===== src/rtl/fifo_write_arbiter.sv =====
// ---------------------------------------------------------------------------
// fifo_write_arbiter
//
// Arbitrates NUM_REQ write requesters onto the write port of a circular FIFO
// and tracks the FIFO occupancy. Requesters are served round robin. A winner
// may keep the port for up to MAX_BURST consecutive cycles. Grants, the
// write strobe, the write data and the gated read strobe are all
// combinational, so data is written in the same cycle it is granted.
//
// Parameters
//   DATA_WIDTH : width of each requester's data slice and the FIFO word
//   FIFO_DEPTH : FIFO depth (power of two, >= 4); usable capacity is DEPTH-1
//   NUM_REQ    : number of requesters (2..8)
//   MAX_BURST  : maximum consecutive grants to one requester (1..8)
//
// Ports
//   clk           : clock, all state updates on its rising edge
//   rst           : asynchronous active-low reset (0 = reset)
//   req           : per-requester write request
//   req_data      : flattened requester data, slice i at [i*DATA_WIDTH +: DATA_WIDTH]
//   gnt           : one-hot-or-zero grant
//   fifo_write    : FIFO write strobe (OR of gnt)
//   fifo_write_in : granted data slice, zero when nothing is granted
//   read_req      : consumer read request
//   fifo_read     : read strobe, suppressed while the FIFO is empty
//   level         : registered FIFO occupancy
// ---------------------------------------------------------------------------
module fifo_write_arbiter #(
  parameter int DATA_WIDTH = 4,
  parameter int FIFO_DEPTH = 16,
  parameter int NUM_REQ    = 4,
  parameter int MAX_BURST  = 2
) (
  input  logic                            clk,
  input  logic                            rst,
  input  logic [NUM_REQ-1:0]              req,
  input  logic [NUM_REQ*DATA_WIDTH-1:0]   req_data,
  output logic [NUM_REQ-1:0]              gnt,
  output logic                            fifo_write,
  output logic [DATA_WIDTH-1:0]           fifo_write_in,
  input  logic                            read_req,
  output logic                            fifo_read,
  output logic [$clog2(FIFO_DEPTH)-1:0]   level
);

  localparam int LW = $clog2(FIFO_DEPTH);
  localparam int IW = $clog2(NUM_REQ);
  localparam int BW = $clog2(MAX_BURST + 1);

  localparam logic [IW-1:0] LAST_IDX    = IW'(NUM_REQ - 1);
  localparam logic [BW-1:0] BURST_LIMIT = BW'(MAX_BURST);
  localparam logic [LW-1:0] FULL_LEVEL  = LW'(FIFO_DEPTH - 1);

  typedef enum logic {
    IDLE,
    BURST
  } state_t;

  state_t          state, state_next;
  logic [IW-1:0]   owner, owner_next;
  logic [IW-1:0]   rr_ptr, rr_ptr_next;
  logic [BW-1:0]   burst_cnt, burst_cnt_next, burst_inc;
  logic [LW-1:0]   level_next;
  logic [IW-1:0]   winner, scan_idx, grant_idx;
  logic            found, grant_valid, space;

  // Requester index increment with wrap from NUM_REQ-1 back to 0
  // (NUM_REQ need not be a power of two).
  function automatic logic [IW-1:0] wrap_inc(input logic [IW-1:0] idx);
    return (idx == LAST_IDX) ? '0 : idx + IW'(1);
  endfunction

  // One slot is kept empty so that a full FIFO is distinguishable from an
  // empty one by the attached read/write pointers.
  assign space = (level < FULL_LEVEL);

  // Round-robin scan: first requesting index at or after rr_ptr.
  always_comb begin
    found    = 1'b0;
    winner   = '0;
    scan_idx = rr_ptr;
    for (int k = 0; k < NUM_REQ; k++) begin
      if (!found && req[scan_idx]) begin
        found  = 1'b1;
        winner = scan_idx;
      end
      scan_idx = wrap_inc(scan_idx);
    end
  end

  // Next-state logic. Without space everything holds; a burst that loses its
  // request ends with an empty cycle and the pointer moves past the owner.
  always_comb begin
    state_next     = state;
    owner_next     = owner;
    rr_ptr_next    = rr_ptr;
    burst_cnt_next = burst_cnt;
    grant_valid    = 1'b0;
    grant_idx      = owner;
    burst_inc      = burst_cnt + BW'(1);
    if (space) begin
      case (state)
        IDLE: begin
          if (found) begin
            grant_valid    = 1'b1;
            grant_idx      = winner;
            owner_next     = winner;
            burst_cnt_next = BW'(1);
            if (MAX_BURST == 1) rr_ptr_next = wrap_inc(winner);
            else                state_next  = BURST;
          end
        end
        BURST: begin
          if (req[owner]) begin
            grant_valid    = 1'b1;
            grant_idx      = owner;
            burst_cnt_next = burst_inc;
            if (burst_inc == BURST_LIMIT) begin
              state_next  = IDLE;
              rr_ptr_next = wrap_inc(owner);
            end
          end else begin
            state_next  = IDLE;
            rr_ptr_next = wrap_inc(owner);
          end
        end
        default: state_next = IDLE;
      endcase
    end
  end

  // Combinational outputs, all forced low while reset is held.
  always_comb begin
    gnt           = '0;
    fifo_write    = 1'b0;
    fifo_write_in = '0;
    fifo_read     = 1'b0;
    if (rst) begin
      if (grant_valid) begin
        gnt[grant_idx] = 1'b1;
        fifo_write     = 1'b1;
        fifo_write_in  = req_data[int'(grant_idx)*DATA_WIDTH +: DATA_WIDTH];
      end
      fifo_read = read_req && (level != '0);
    end
  end

  // Occupancy tracking; simultaneous write and read cancel out.
  always_comb begin
    level_next = level;
    if (fifo_write && !fifo_read)      level_next = level + LW'(1);
    else if (!fifo_write && fifo_read) level_next = level - LW'(1);
  end

  always_ff @(posedge clk or negedge rst) begin
    if (!rst) begin
      state     <= IDLE;
      owner     <= '0;
      rr_ptr    <= '0;
      burst_cnt <= '0;
      level     <= '0;
    end else begin
      state     <= state_next;
      owner     <= owner_next;
      rr_ptr    <= rr_ptr_next;
      burst_cnt <= burst_cnt_next;
      level     <= level_next;
    end
  end

endmodule


===== config.mk =====
export PLATFORM = sky130hd
export DESIGN_NAME = fifo_write_arbiter
export DESIGN_NICKNAME = d
export VERILOG_FILES = /design/src/rtl/fifo_write_arbiter.sv
export SDC_FILE = /design/constraint.sdc
export NUM_CORES = 1
export LEC_CHECK = 0
export CORE_MARGIN = 3
export CORE_UTILIZATION = 40
export CTS_CLUSTER_DIAMETER = 100
export DETAILED_ROUTE_END_ITERATION = 8
export PLACE_DENSITY_LB_ADDON = 0.08
export SKIP_LAST_GASP = 1
export SLEW_MARGIN = 20
export SYNTH_ARGS = -nofsm -noshare
export SYNTH_HDL_FRONTEND = slang
export SYNTH_SLANG_ARGS = --single-unit

===== constraint.sdc =====
create_clock -name clk -period 5.83 [get_ports clk]
set_input_delay 1.749 -clock clk [delete_from_list [all_inputs] [get_ports clk]]
set_output_delay 1.749 -clock clk [all_outputs]
set_load 0.03 [all_outputs]

=== Yosys cells after proc, flatten, opt, wreduce, memory -nomap -nowiden ===
Cells that the tools add are included.

* Output and inout port bits: 14
* Input bits: 23
* Logic and storage cells: 95
* Bits in registers: 11

* Shift operators: 1
* Equality and inequality tests: 8
* Reductions and logical operators: 17
* Bitwise operators: 1
* Order comparisons: 8
* Multiplexer cells: 48
* Add/subtract/negate cells: 7

{| class="wikitable"
|+ Operators with widths
! operator !! count
|-
| $mux W2 || 14
|-
| $mux W4 || 6
|-
| $lt A2 B3 Y1 const B || 6
|-
| $mux W1 || 18
|-
| $shiftx A16 B5 Y4 || 1
|-
| $add A2 B1 Y2 const B || 5
|-
| $bmux W1 S2 || 5
|-
| $eq A2 B2 Y1 const B || 5
|-
| $pmux W2 S2 || 2
|-
| $logic_and A1 B1 Y1 || 7
|-
| $reduce_and A3 Y1 || 2
|-
| $logic_not A1 Y1 || 5
|-
| $add A4 B1 Y4 const B || 1
|-
| $lt A4 B4 Y1 const B || 1
|-
| $ne A2 B1 Y1 const B || 2
|-
| $pmux W1 S2 || 2
|-
| $reduce_bool A4 Y1 || 1
|-
| $sub A4 B1 Y4 const B || 1
|-
| $demux W1 S2 || 1
|-
| $ge A2 B1 Y1 const B || 1
|-
| $ne A2 B2 Y1 const B || 1
|-
| $reduce_and A2 Y1 || 1
|-
| $reduce_bool A2 Y1 || 1
|-
| $not A1 Y1 || 1
|}

=== Logic depth before layout (Yosys ltp) ===
Gate-level depths: netlist of run 1.

* Word-level depth: 21
* Gate-level depth with buffers: 13
* Mapped depth without buffers: 13

=== Least setup slack after synthesis of run 1 ===
Ideal clock, no wire load.

* Path type: in2out
* Start point: in req[1]
* End point: out fifo_write_in[2]
* Setup slack: 0.302 ns
* Buffers on the path: 1
* Data arrival time: 3.779 ns
* Stages: 7
* Cells stage by stage: buf_2 -> mux2i_1 -> mux2i_4 -> o41ai_2 -> nor2_1 -> o211ai_2 -> o22ai_1

* Word-level cells in the longest chain between the ends: 18

{| class="wikitable"
|+ RTL lines
! what !! RTL line !! source
|-
| from (decl) || 36 || <nowiki>input logic [NUM_REQ-1:0] req,</nowiki>
|-
| $bmux W1 S2 || 83 || <nowiki>if (!found && req[scan_idx]) begin</nowiki>
|-
| $mux W1 (not written as such) || 83 ||
|-
| $mux W1 || 83 ||
|-
| $logic_not A1 Y1 || 83 ||
|-
| $logic_and A1 B1 Y1 || 83 ||
|-
| $mux W1 || 83 ||
|-
| $logic_not A1 Y1 || 83 ||
|-
| $logic_and A1 B1 Y1 || 83 ||
|-
| (+2 left out) || n/a ||
|-
| $logic_and A1 B1 Y1 || 83 ||
|-
| $mux W2 or $mux W1 (tied branches) || 83 ||
|-
| $mux W2 || 104 || <nowiki>if (found) begin</nowiki>
|-
| $pmux W2 S2 || 102 || <nowiki>case (state)</nowiki>
|-
| $mux W2 || 101 || <nowiki>if (space) begin</nowiki>
|-
| $shiftx A16 B5 Y4 || 142 || <nowiki>fifo_write_in = req_data[int'(grant_idx)*DATA_WIDTH +: DATA_WIDTH];</nowiki>
|-
| $mux W4 (*) || 139 || <nowiki>if (grant_valid) begin</nowiki>
|-
| $mux W4 (*) || 138 || <nowiki>if (rst) begin</nowiki>
|-
| to (decl) || 40 || <nowiki>output logic [DATA_WIDTH-1:0] fifo_write_in,</nowiki>
|}

Every way passes the cells marked *; elsewhere a longest branch is shown, timed or not. The select of a mux whose other input is x is not followed.

=== Worst setup path after layout of run 1 ===
* Start point: in req[1]
* End point: out fifo_write

* Word-level cells in the longest chain between the ends: 17

{| class="wikitable"
|+ RTL lines
! what !! RTL line !! source
|-
| $bmux W1 S2 || 83 ||
|-
| $mux W1 (not written as such) || 83 ||
|-
| $mux W1 || 83 ||
|-
| $logic_not A1 Y1 || 83 ||
|-
| $logic_and A1 B1 Y1 || 83 ||
|-
| $mux W1 || 83 ||
|-
| $logic_not A1 Y1 || 83 ||
|-
| $logic_and A1 B1 Y1 || 83 ||
|-
| $mux W1 || 83 ||
|-
| $logic_not A1 Y1 || 83 ||
|-
| $logic_and A1 B1 Y1 || 83 ||
|-
| $mux W1 || 83 ||
|-
| $mux W1 || 104 ||
|-
| $pmux W1 S2 (*) || 102 ||
|-
| $mux W1 (*) || 101 ||
|-
| $mux W1 (*) || 139 ||
|-
| $mux W1 (*) || 138 ||
|-
| to (decl) || 39 || <nowiki>output logic fifo_write,</nowiki>
|}

Marks and branches as above.

==> results list, run 1 <==
- The flow ran to the end, and the final reports show no timing, DRC or antenna violations.
* Via Count: 1061
- Worst flop-to-flop path startpoint: rr_ptr[0]$_DFFE_PN0P_
- Drt initial violations: 32
- The first detailed-routing pass ran for 4 iterations.
- The first global-routing pass estimated 4.57 mm of wire.
- Mean cell area of the mapped netlist: between 9 and 10 sq um
- The startpoint identified for the worst hold timing path is burst_cnt[0]$_DFFE_PN0P_.
* Buffer levels on the longest clock path: 2
- Flop pwr share: approximately a fifth
- Routed wire length per instance: roughly 14 microns
* Post-CTS clock slew at the launch and capture registers of the worst setup and hold paths: around 0.060 ns
- Dividing total power by cell area gives a power density of 626 nW/um^2.
* Most used DFF post-synth: dfrtp_1
- Ratio of cells with drive above 1 in the final layout: approximately 25%
* Gr ovfl total: 0
- Once detail routing completed, the nets flagged for antenna violations numbered 0.
- Entering global routing, the biggest net connects 12 pins.
- Die Width: 59.4 microns
- Share of flip-flops with an asynchronous set or reset after synthesis: 100%
- The tool flagged a number of max-cap violations equal to 0.
- Post-Syn Area: 1140 sq um
- The number of nets in the synthesized netlist is 146.
- Setup repair after global routing left no endpoint under its margin.
* Crit path largest cell delay: 0.62 ns
- In this run the number of H-tree levels came out at 1.
- Among all stages on the critical path, the largest delay is contributed by clkdlybuf4s50_1.
- FP Rows: 18
* Die ar.: 3530 sq um
- Relative slew slack: between 60% and 70%
- Number of cell instances on the worst register-to-register path: 14
- The Yosys step of the flow raised 0 warnings.
- Internal: around 0.52 mW
- The worst setup path is captured at a primary output.
* Critical path fanouts, max: 7
- The tree is rooted in a clkbuf_4.
- In this run, placement finished with an instance count of 185.
- Number of fill cells in the layout: 226
* Met2 routing resource usage after global routing: about a quarter
- Hold_ws: around 0.53 ns
- Clock latency reported for the late side of the worst-skew pair: around 0.27 ns
* Data arrival time of the critical path: 3.99 ns
- On the final layout, the worst clock skew is 0.00312 ns.
- Signed area change from the synthesized netlist to the final layout: 40.9%
- Count of different cell masters after synthesis: 46
- Met3 track demand over resource in global routing: just over 4%
- Leak: 0.738 nW
* Clock period minus worst slack: 5.74 ns
- Combinational cells account for 76.1% of the total power.
- The worst setup path is launched from an input port.
- The hold violation count in the final report came to 0.
- 0 antenna diodes ended up in the layout.
* Overall Global Routing Usage: 16.8%
* Worst-Margin Slew: 0.503 ns
- The via count of the first global-routing pass was 1047.
- Core Region: 2590 sq um
* Maximum achievable frequency: roughly 0.17 GHz
* Initial standard-cell utilization of the core: between 40% and 50%
* Critical path class: input port to primary output
- For the worst setup path, the data required time is 4.08 ns.
- For this run, design rule violations remaining after detail routing come to 0.
- For this design, the sink count on the clock tree is 11.
* Routed Wire Length: 2.68 mm
* Port buffer count: 36
- With fillers left out, the area of the finished cells amounts to 1610 sq um.
- IR analysis of the VDD net gives a maximum drop of 0.434 mV.
* Cell repeated most along the worst path: clkdlybuf4s50_1
- The most critical setup path has its startpoint at req[1].
* Number of primary I/O pins: 37
* Power dissipated by switching net loads: 0.492 mW
- Number of cells on the worst hold path: 1
* Share of total power in the clock network: 5.0%
* Total Negative Setup Slacks: 0 ns
- Number of synthesized register bits: 11
* Post-DP HPWL: around 2.2 mm
* Most congested layer reported by global routing: met2
- Synthesized instance count: 116
- Pins over their slew limit: 0
- Number of buffers added by the clock tree synthesis step: 3
- Via-per-instance ratio: 5.53
- Post-synth EDFFs: 0
* Final Non-Filler Cells: 192
- Met1 demand-to-capacity share in global routing: 22.9%
* Initial antenna violation count: 0
- The congestion estimate from routability-driven global placement came to ~0.9.
* Number of setup violations in the final report: 0
* Final critical-path share of the clock period: 98.4%
- Net Sw Frac: 48.8%
- Hold buffer count at CTS: 0
- Sequential elements use between 20% and 30% of the synthesized area.
- Type of the most critical hold path: flip-flop to flip-flop
* Critical path cell sequence: clkdlybuf4s50_1 -> buf_4 -> mux4_2 -> nand2b_1 -> o41ai_4 -> nor2_1 -> clkdlybuf4s50_1
- Die height: 59.4 microns
- Net count reported at finish: 193
- CTS tree: yes
* Total cell area at the placement stage: 1540 sq um
-- cell type report --
class                      count  area, sq um  area share, %
sequential                    11          275           17.1
inverter                       8         30.0           1.87
multi-input combinational     94          823           51.2
tap                           30         37.5           2.33
clock buffer                   4         26.3           1.63
timing repair buffer          45          415           25.8
-- worst paths after layout --
path,slack (ns),endpoint
max,0.09,fifo_write
min,0.53,burst_cnt[0]$_DFFE_PN0P_
max reg2reg,2.07,level[3]$_DFFE_PN0P_
min reg2reg,0.53,burst_cnt[0]$_DFFE_PN0P_
max in group asynchronous,3.67,burst_cnt[1]$_DFFE_PN0P_
min in group asynchronous,1.75,level[0]$_DFFE_PN0P_
-- cells in the final DEF (no fill, tap or decap), types with 2 or more instances in the layout --
cell and count:
a21oi_1 3, buf_4 17, clkbuf_4 3, clkdlybuf4s50_1 25
dfrtp_1 11, dlymetal6s2s_1 3, ha_1 6, inv_1 8
mux2_2 5, mux2i_1 12, nand2_1 4, nand2b_1 4
nand3_1 2, nor2_1 9, nor2b_1 2, o21a_1 2
o21ai_0 5, o221a_2 2, o22ai_1 4, or3_2 2
or4_1 2, xnor2_1 3
-- critical path, delay by kind of cell --
kind	cells	cell delay (ns)
AOI/OAI and AO/OA	1	0.08
and+or+nand+nor	2	0.34
buffers and inverters	3	1.34
muxes	1	0.48
-- cell families after synthesis --
| group | count (synthesis) | share of synthesized area [%] |
|---|---|---|
| flip-flops | 11 | 24.1 |
| buffers and inverters | 11 | 5.04 |
| adder cells (fa/ha/maj) | 7 | 8.33 |
| XOR/XNOR | 4 | 3.07 |
| AO/OA/AOI/OAI | 33 | 24.9 |
| AND/OR/NAND/NOR | 31 | 15.1 |
| multiplexers | 19 | 19.4 |
-- layer usage --
layer	part of all wire (%)	wire, microns
met3	4.9	130
met1	48	1290
met4	0.86	23
met2	46	1230
met5	0	0
-- synthesized netlist by cell type, types with 3 or more instances --
cell | number | area share [%]
inv_1 | 8 | 2.6
dfrtp_1 | 11 | 24
nand2b_1 | 4 | 2.2
a21oi_1 | 4 | 1.8
ha_1 | 6 | 6.6
nand2_1 | 4 | 1.3
nor2_1 | 9 | 3.0
mux2_2 | 5 | 4.9
o21ai_0 | 5 | 2.2
mux2i_1 | 12 | 11
xnor2_1 | 3 | 2.3
o22ai_1 | 4 | 2.2
-- power by group through the flow --
stage | clock network [mW] | registers (mW) | logic [mW]
after floorplan | 0 | 0.191 | 0.549
after global placement | 0 | 0.188 | 0.719
after global routing | 0.0582 | 0.201 | 0.842
after detailed placement | 0 | 0.190 | 0.727
after CTS | 0.0541 | 0.189 | 0.759
final | 0.0505 | 0.190 | 0.766
-- stage by stage --
| step | setup WS (ns) | power, mW | utilization (%) |
|---|---|---|---|
| finish | 0.0918 | 1.01 | 62.1 |
| global route | 0.0168 | 1.10 | 62.1 |
| CTS | 0.0325 | 1.00 | 61.2 |
| detailed placement | -0.0483 | 0.918 | 59.3 |
| global placement | 0.00516 | 0.907 | 59.3 |
| floorplan | 0.302 | 0.740 | - |
-- flip-flops by register name (all words and copies together), names as in the netlist --
register	count
level	4
burst_cnt	2
owner	2
rr_ptr	2
state	1
-- timing repair --
action / 4_1_cts / 5_1_grt
endpoints found under the setup margin: 4 / 5
pin swaps: 1 / 0
buffers inserted: 3 / 0
gates resized for setup: 0 / 5
cloned: 0 / 0
Note: power is estimated with default switching activity, not from simulation.
==> inputs of run 2 (changes only) <==
- clock period: 5.83 -> 5.86 ns (I/O delays scaled with it)
==> run 2 against run 1 <==
  * Die area unchanged
  * Global-route usage rose by 0.31 points
  * Via count shrank 1.1%
  * First-iteration DRC count grew 88%
  * Non-clock buffer count shrank 3
  * Largest cell class unchanged
  * Wire length shrank 0.15%
  * Highest routed layer unchanged
  * Final cell count fell by 1.6%
  * Sequential cell count did not move
  * Setup slack better by 0.036 ns
  * Core utilization is 0.53 points lower
  * Register-to-register slack better by 0.07 ns
  * Worst hold slack gained 0.0071 ns
==> results list, run 2 (same netlist as run 1, synthesis figures left out) <==
* Maximum capacitance violations: 0
* Gate family responsible for the most delay along the worst path: buffers and inverters
- CP max-delay cell: or4b_2
- Overall Global Routing Usage: 17.1%
* Net count reported at finish: 190
- Ratio of cells with drive above 1 in the final layout: 23.9%
- The first routing iteration left 60 violations.
* Flip-flop count of the largest register, all copies and words added: 4
- The later pin in the worst-skew pair is clocked with a latency of approximately 0.27 ns.
* Wire length of the first global-routing pass: 4.67 mm
- Setup violations remaining at the end of the flow were counted as 0.
- CTS sink count: 11
- Die Width: roughly 59 microns
- The final layout contains routed wiring with a total length of 2.67 mm.
- Global routing finished with a remaining overflow of 0.
- FP Rows: 18
- Clock tree root driver cell: clkbuf_4
- Initial antenna violation count: 0
- Maximum achievable frequency: 0.174 GHz
- Final hold violation count: 0
- Power spread over the standard cell area amounts to ~630 nW/um^2.
* Routed wire length per instance: about 14 microns
* Number of iterations in the first detailed-routing pass: 4
- The min-delay analysis places its worst path in the category flip-flop to flip-flop.
* Core Region: roughly 2600 sq um
- STA puts the critical path data required time at about 4.1 ns.
- Critical path fanouts, max: 11
* Post-DP HPWL: about 2.1 mm
- After detailed routing, the number of remaining DRC violations is 0.
- Worst setup slack for register-to-register paths: about 2.1 ns
- In the layout the commonest cells are clkdlybuf4s50_1 (26), buf_4 (13), mux2i_1 (12).
* Crit path largest cell delay: 0.62 ns
- More flip-flops sit in one register than any other, and that register is level.
* RSZ-0062 raised after global routing: true
- Buffers plus inverters on the worst setup path: 3
- Multi-input logic area: 822 sq um
- Buffers inserted during clock tree synthesis total 3.
* Number of fill cells in the layout: between 200 and 250
- Port buffer count: 36
* Number of global-route vias before repair: approximately 1100
- Capturing element type of the critical path: primary output
* Initial standard-cell utilization of the core: 44.1%
- IR analysis of the VDD net gives a maximum drop of 0.421 mV.
- Htree depth: 1
- Die ar.: 3530 sq um
* Most common library cell in the layout ignoring fill and taps: clkdlybuf4s50_1
* Worst-Margin Slew: a little over 0.5 ns
- Critical path class: input port to primary output
* Relative slew slack: 65.5%
- On the final layout, the worst clock skew is 0.000345 ns.
* Via-per-instance ratio: roughly 5.6
- Run status: finished, final reports clean
- CTS tree: yes
- Diode insertion count for antenna repair: 0
- Entering global routing, the biggest net connects 12 pins.
- Number of primary I/O pins: 37
- After layout, the worst path uses 97.8% of the clock period.
- The number of max-slew violations in the final report came to 0.
- Die height: between 50 and 60 microns
* Leak: 0.723 nW
* Type of element launching the critical path: input port
- Final Non-Filler Cells: 189
- For the finished layout, the period the worst path requires is 5.73 ns.
- Via Count: 1049
- Critical path cell sequence: clkdlybuf4s50_1 -> or4b_2 -> o311ai_0 -> a211o_1 -> a22oi_2 -> buf_12 -> mux2i_1 -> o22ai_1 -> buf_4
- In the final timing run, aggregate negative setup slack is 0 ns.
- After clock tree synthesis, the clock-pin slew on the worst setup and hold paths is approximately 0.07 ns.
- The number of placed instances, taps included, is 184.
- The clock passes through at most 2 buffers.
- Data arrival time of the critical path: about 4.0 ns
* Antenna Violating Nets Remaining: 0
- Signed area change from the synthesized netlist to the final layout: 39.7%
* Last weighted congestion value of the routability-driven placer: 0.908
- In the final layout, flip-flops and latches occupy approximately 280 sq um.
run 2: where the power goes:
part | switching (mW) | leakage, nW | internal, mW | total [mW]
Clock | 0.0260 | 0.0150 | 0.0264 | 0.0524
Sequential | 0.0708 | 0.130 | 0.117 | 0.188
Combinational | 0.394 | 0.578 | 0.371 | 0.766
run 2: final cells by class:
cell class                 count  area share (%)
inverter                       8            1.88
clock buffer                   4            1.65
multi-input combinational     94            51.6
timing repair buffer          42            25.3
tap                           30            2.35
sequential                    11            17.3
run 2: routing by layer:
| metal | part of all wire (%) | GRT usage, % | up-vias |
|---|---|---|---|
| met1 | 49 | 23.9 | 487 |
| met4 | 1.2 | 5.83 | 0 |
| met5 | 0 | 0 | - |
| met3 | 4.7 | 3.49 | 2 |
| li1 | - | - | 526 |
| met2 | 45 | 26.1 | 34 |
run 2: per-stage QoR:
stage                     setup WS, ns  hold slack, ns  util (%)  power (mW)  instance area, sq um
after global routing          -0.00725           0.554      61.5        1.09                  1590
final                            0.128           0.533      61.5        1.01                  1590
after CTS                       0.0634           0.539      60.8        1.00                  1580
after global placement          0.0335           0.513      59.0       0.901                  1530
after floorplan                  0.314           0.492         -       0.736                  1140
after detailed placement       -0.0557           0.524      59.0       0.915                  1530
run 2: what timing repair did:
item / 4_1_cts / 5_1_grt
gates resized for setup: 0 / 4
hold endpoints to repair: 0 / 0
gates cloned: 0 / 0
hold buffers: 0 / 0
pin swaps: 1 / 0
setup buffers: 1 / 0
endpoints found under the setup margin: 4 / 5
run 2: path summary, 6_finish.rpt:
kind                                     startpoint                       end  cells after the start
setup / recovery                             req[0]          fifo_write_in[3]                      9
hold / removal             burst_cnt[0]$_DFFE_PN0P_  burst_cnt[0]$_DFFE_PN0P_                      1
setup reg to reg              rr_ptr[0]$_DFFE_PN0P_      level[3]$_DFFE_PN0P_                     14
hold reg to reg            burst_cnt[0]$_DFFE_PN0P_  burst_cnt[0]$_DFFE_PN0P_                      1
max in group asynchronous                       rst         state$_DFFE_PN0N_                      2
min in group asynchronous                       rst      level[0]$_DFFE_PN0P_                      1
==> inputs of run 3 (changes only) <==
- ABC_AREA: default -> 1
- CTS_CLUSTER_DIAMETER: 100 -> default
==> run 3 against run 2 <==
  * Design area decreased by 0.31%
  * Via count increased by 21%
  * Maximum frequency increased by 2.6%
  * Sequential share of layout area increased by 0.054 points
  * Final cell count increased by 33%
  * Worst hold slack about the same
  * Die area increased by 3.2%
  * Combinational power increased by 16%
  * Highest routed layer unchanged
==> results list, run 3 <==
* Run status: finished, final reports clean
- Last weighted congestion value of the routability-driven placer: ~0.87
- In the global route stage, overall resource usage came out at 18.6%.
- After filler insertion, the fill cell instance count of the layout stands at 269.
- For this run, the post-layout net count is between 200 and 300.
- Clock-pin slew was measured on the worst setup and hold paths at 0.06 ns.
- Mean cell area of the mapped netlist: 6.60 sq um
* Reg-to-Reg End: level[3]$_DFFE_PN0P_
* Synthesized instance count: 179
- Buffers inserted during clock tree synthesis total 3.
- CTS placed an instance of clkbuf_4 at the clock tree root.
- The floorplan has 19 rows.
* Worst flop-to-flop path startpoint: rr_ptr[0]$_DFFE_PN0P_
* Post-Syn Area: 1180 sq um
- Number of iterations in the first detailed-routing pass: 4
- Hold timing on the final database bottoms out at a slack of between 0.5 and 0.6 ns.
- Worst setup slack for register-to-register paths: about 2.5 ns
- After detailed routing, the total wire length is ~3.0 mm.
* CTS sink count: 11
- At the later pin of the worst-skew pair, clock insertion delay measures ~0.27 ns.
- The share of the Yosys chip area taken by registers is 23.3%.
- The slowest stage of the critical path is the clkdlybuf4s50_1 cell.
* Diode insertion count for antenna repair: 0
- Via-per-instance ratio: 5.07
- Among cell families on the critical path, the largest total delay comes from simple AND/OR/NAND/NOR gates.
- Most common library cell in the layout ignoring fill and taps: nand2_1
- The count of nets left with antenna violations once routing finished came out at 0.
- Dominant combinational cell family by area after synthesis: simple AND/OR/NAND/NOR gates
- Crit path largest cell delay: 0.44 ns
- Critical path fanouts, max: 12
- Leak: 0.840 nW
- For this run, design rule violations remaining after detail routing come to 0.
- Cell taking the most area after synthesis: dfrtp_1
* Placed Cells incl. Taps: about 250
- Buffers plus inverters on the worst setup path: 3
- The worst setup path is of the input port to primary output kind.
- RSZ-0062 raised after global routing: false
- Drt initial violations: 61
- Hold repair after CTS inserted 0 buffers.
- Multiplexer fraction of the synthesized cell area: 0%
* Initial antenna violation count: 0
- Capturing element type of the critical path: primary output
- The worst hold path terminates at level[3]$_DFFE_PN0P_.
- The path class of the tightest hold or removal check is flip-flop to flip-flop.
- Top cells by area in the synthesized netlist: dfrtp_1 (23%), nand2_1 (21%), ha_1 (6.4%)
- Number of global-route vias before repair: 1274
* Pins over their slew limit: 0
- Counting along the longest clock path gives a buffer depth of 2.
- Share of the synthesized area in the top cell type: 23.3%
- Of all flip-flops after synthesis, the portion carrying an async set or reset was 100%.
- Post-synth EDFFs: 0
- Die Width: 60.3 microns
- Most flop-heavy register: level
- The first global-routing pass estimated approximately 5.3 mm of wire.
* Total power draw: approximately 1.1 mW
* Number of cell instances on the worst register-to-register path: 20
- Critical path cell sequence: clkdlybuf4s50_1 -> inv_1 -> nand2_1 -> nand3_1 -> nand2_1 -> a21oi_2 -> nand3b_2 -> nand2_2 -> nand2_4 -> nand2_4 -> nand2_2 -> nand2_1 -> nand2_1 -> a21oi_1 -> buf_4
- The worst path meets setup with 0.271 ns of slack.
* Core Region: 2780 sq um
- Initial standard-cell utilization of the core: 42.5%
* Worst-Margin Slew: 0.364 ns
* Number of synthesized register bits: 11
* Flip-flop count of the largest register, all copies and words added: 4
* Power density of the placed cells: 703 nW/um^2
- Of the total synthesized cell area, the portion taken by AND, OR, NAND and NOR gates is about 47%.
- Required time at the endpoint of the critical path: 4.10 ns
- Relative to the synthesized area, the layout overhead comes to 34.5%.
- OpenSTA, run right after detailed placement, puts the worst setup slack at 0.189 ns.
* Highest-count cells in the layout ignoring fill and taps: nand2_1 (66), clkdlybuf4s50_1 (27), inv_1 (19)
- Number of primary I/O pins: 37
- Total Negative Setup Slacks: 0 ns
* Port buffer count: 36
* Via Count: 1273
- Die ar.: 3640 sq um
- Count of different cell masters after synthesis: 28
* Setup Skew: 0.00331 ns
- The post-route netlist has 15.9% of its cells at a drive strength greater than 1.
- The synthesized netlist devotes between 10 and 15% of its cell area to compound gates.
- Largest voltage drop on the vdd net: 0.438 mV
- The worst path in the final design needs a cycle of 5.59 ns, including I/O delays and setup.
* Die height: 60.3 microns
- TritonCTS built the clock tree.
* Data arrival time of the critical path: 3.83 ns
- Relative slew slack: 75.8%
- Once detailed placement completed, the half-perimeter wirelength came to 2.41 mm.
- Final Non-Filler Cells: 251
- Number of cells on the worst hold path: 1
* Largest net degree at the start of global routing: 13
- Among all cell types in the netlist, the one instantiated most often is nand2_1.
- Synth warn: 0
- The total overflow left after global routing is 0.
- Type of element launching the critical path: input port
- The final critical path takes up 95.4% of the cycle.
- In this run the number of H-tree levels came out at 1.
- Post-Synth XOR/XNOR Area: approximately 2.2%
- Post-CTS repair timing setup buffer count: 0
- Hold wc startpoint: level[3]$_DFFE_PN0P_
- Of the total synthesized cell area, the portion taken by full adders, half adders and majority gates is 8.05%.
- The hold violation count in the final report was 0.
- Post-Syn Nets: 209
- Routed wire length per instance: 11.8 microns
- Among all flip-flop cells after synthesis, the most frequent one is dfrtp_1.
* Commonest cells in the netlist: nand2_1 (66), inv_1 (19), nand3_1 (15)
* Maximum achievable frequency: 0.179 GHz
- Maximum capacitance violations: 0
* Cell repeated most along the worst path: nand2_1
- Number of setup violations in the final report: 0
-- run 3: layer usage --
layer | GRT usage, % | vias up | share of wire, %
met3 | 5.11 | 2 | 7.4
met2 | 29.8 | 60 | 47
met4 | 4.75 | 0 | 0.64
met5 | 0 | - | 0
met1 | 24.7 | 554 | 44
li1 | - | 657 | -
-- run 3: cell families (layout without fill, tap and decap cells) --
kind of cell,after synthesis,in the layout
flip-flops,11,11
adder cells (fa/ha/maj),7,7
AO/OA/AOI/OAI,20,20
buffers and inverters,23,64
AND/OR/NAND/NOR,115,115
XOR/XNOR,3,3
-- run 3: stage by stage --
step / cell area [sq um] / utilization, %
2_1_floorplan: 1180 / -
3_3_place_gp: 1560 / 56.1
3_5_place_dp: 1560 / 56.1
4_1_cts: 1590 / 57.0
5_1_grt: 1590 / 57.1
6_report: 1590 / 57.1
-- run 3: cell type report --
type	instances	area (sq um)	share of cell area, %
tap	31	38.8	2.44
clock buffer	4	26.3	1.65
inverter	22	82.6	5.20
sequential	11	275	17.3
multi-input combinational	145	808	50.9
timing repair buffer	38	358	22.5
-- run 3: worst reg2reg max path, stage by stage, from the launching register on --
cell and delay [ns]:
dfrtp_1 0.51, ha_1 0.43, inv_1 0.18, nand2_1 0.08
nand2_1 0.09, nand2_2 0.07, nand2_4 0.09, inv_2 0.04
nand3b_2 0.09, nand2_2 0.09, nand2_1 0.15, nand2_1 0.09
inv_1 0.08, ha_1 0.20, inv_1 0.10, ha_1 0.28
a21o_1 0.17, a21oi_1 0.17, nor2_1 0.06, nor2_1 0.15
xor2_1 0.16
-- run 3: timing repair --
item,in CTS,in global routing
endpoints found under the setup margin,0,1
gates resized for setup,0,1
endpoints found under the hold margin,0,0
-- run 3: worst max-delay path by stage --
| stage | from | endpoint | slack, ns | depth (start not counted) |
|---|---|---|---|---|
| global route | req[1] | fifo_write_in[3] | 0.09 | 15 |
| finish | req[1] | fifo_write_in[1] | 0.27 | 15 |
| CTS | req[2] | fifo_write | 0.17 | 12 |
| floorplan | req[1] | gnt[3] | 0.67 | 12 |
| detailed placement | req[2] | fifo_write | 0.19 | 12 |
| global placement | req[2] | fifo_write | 0.23 | 12 |
-- run 3: report_power, final --
group	total (mW)	internal, mW	switching, mW
logic	0.892	0.329	0.563
clock network	0.0506	0.0263	0.0242
registers	0.175	0.117	0.0575
total	1.12	0.472	0.645
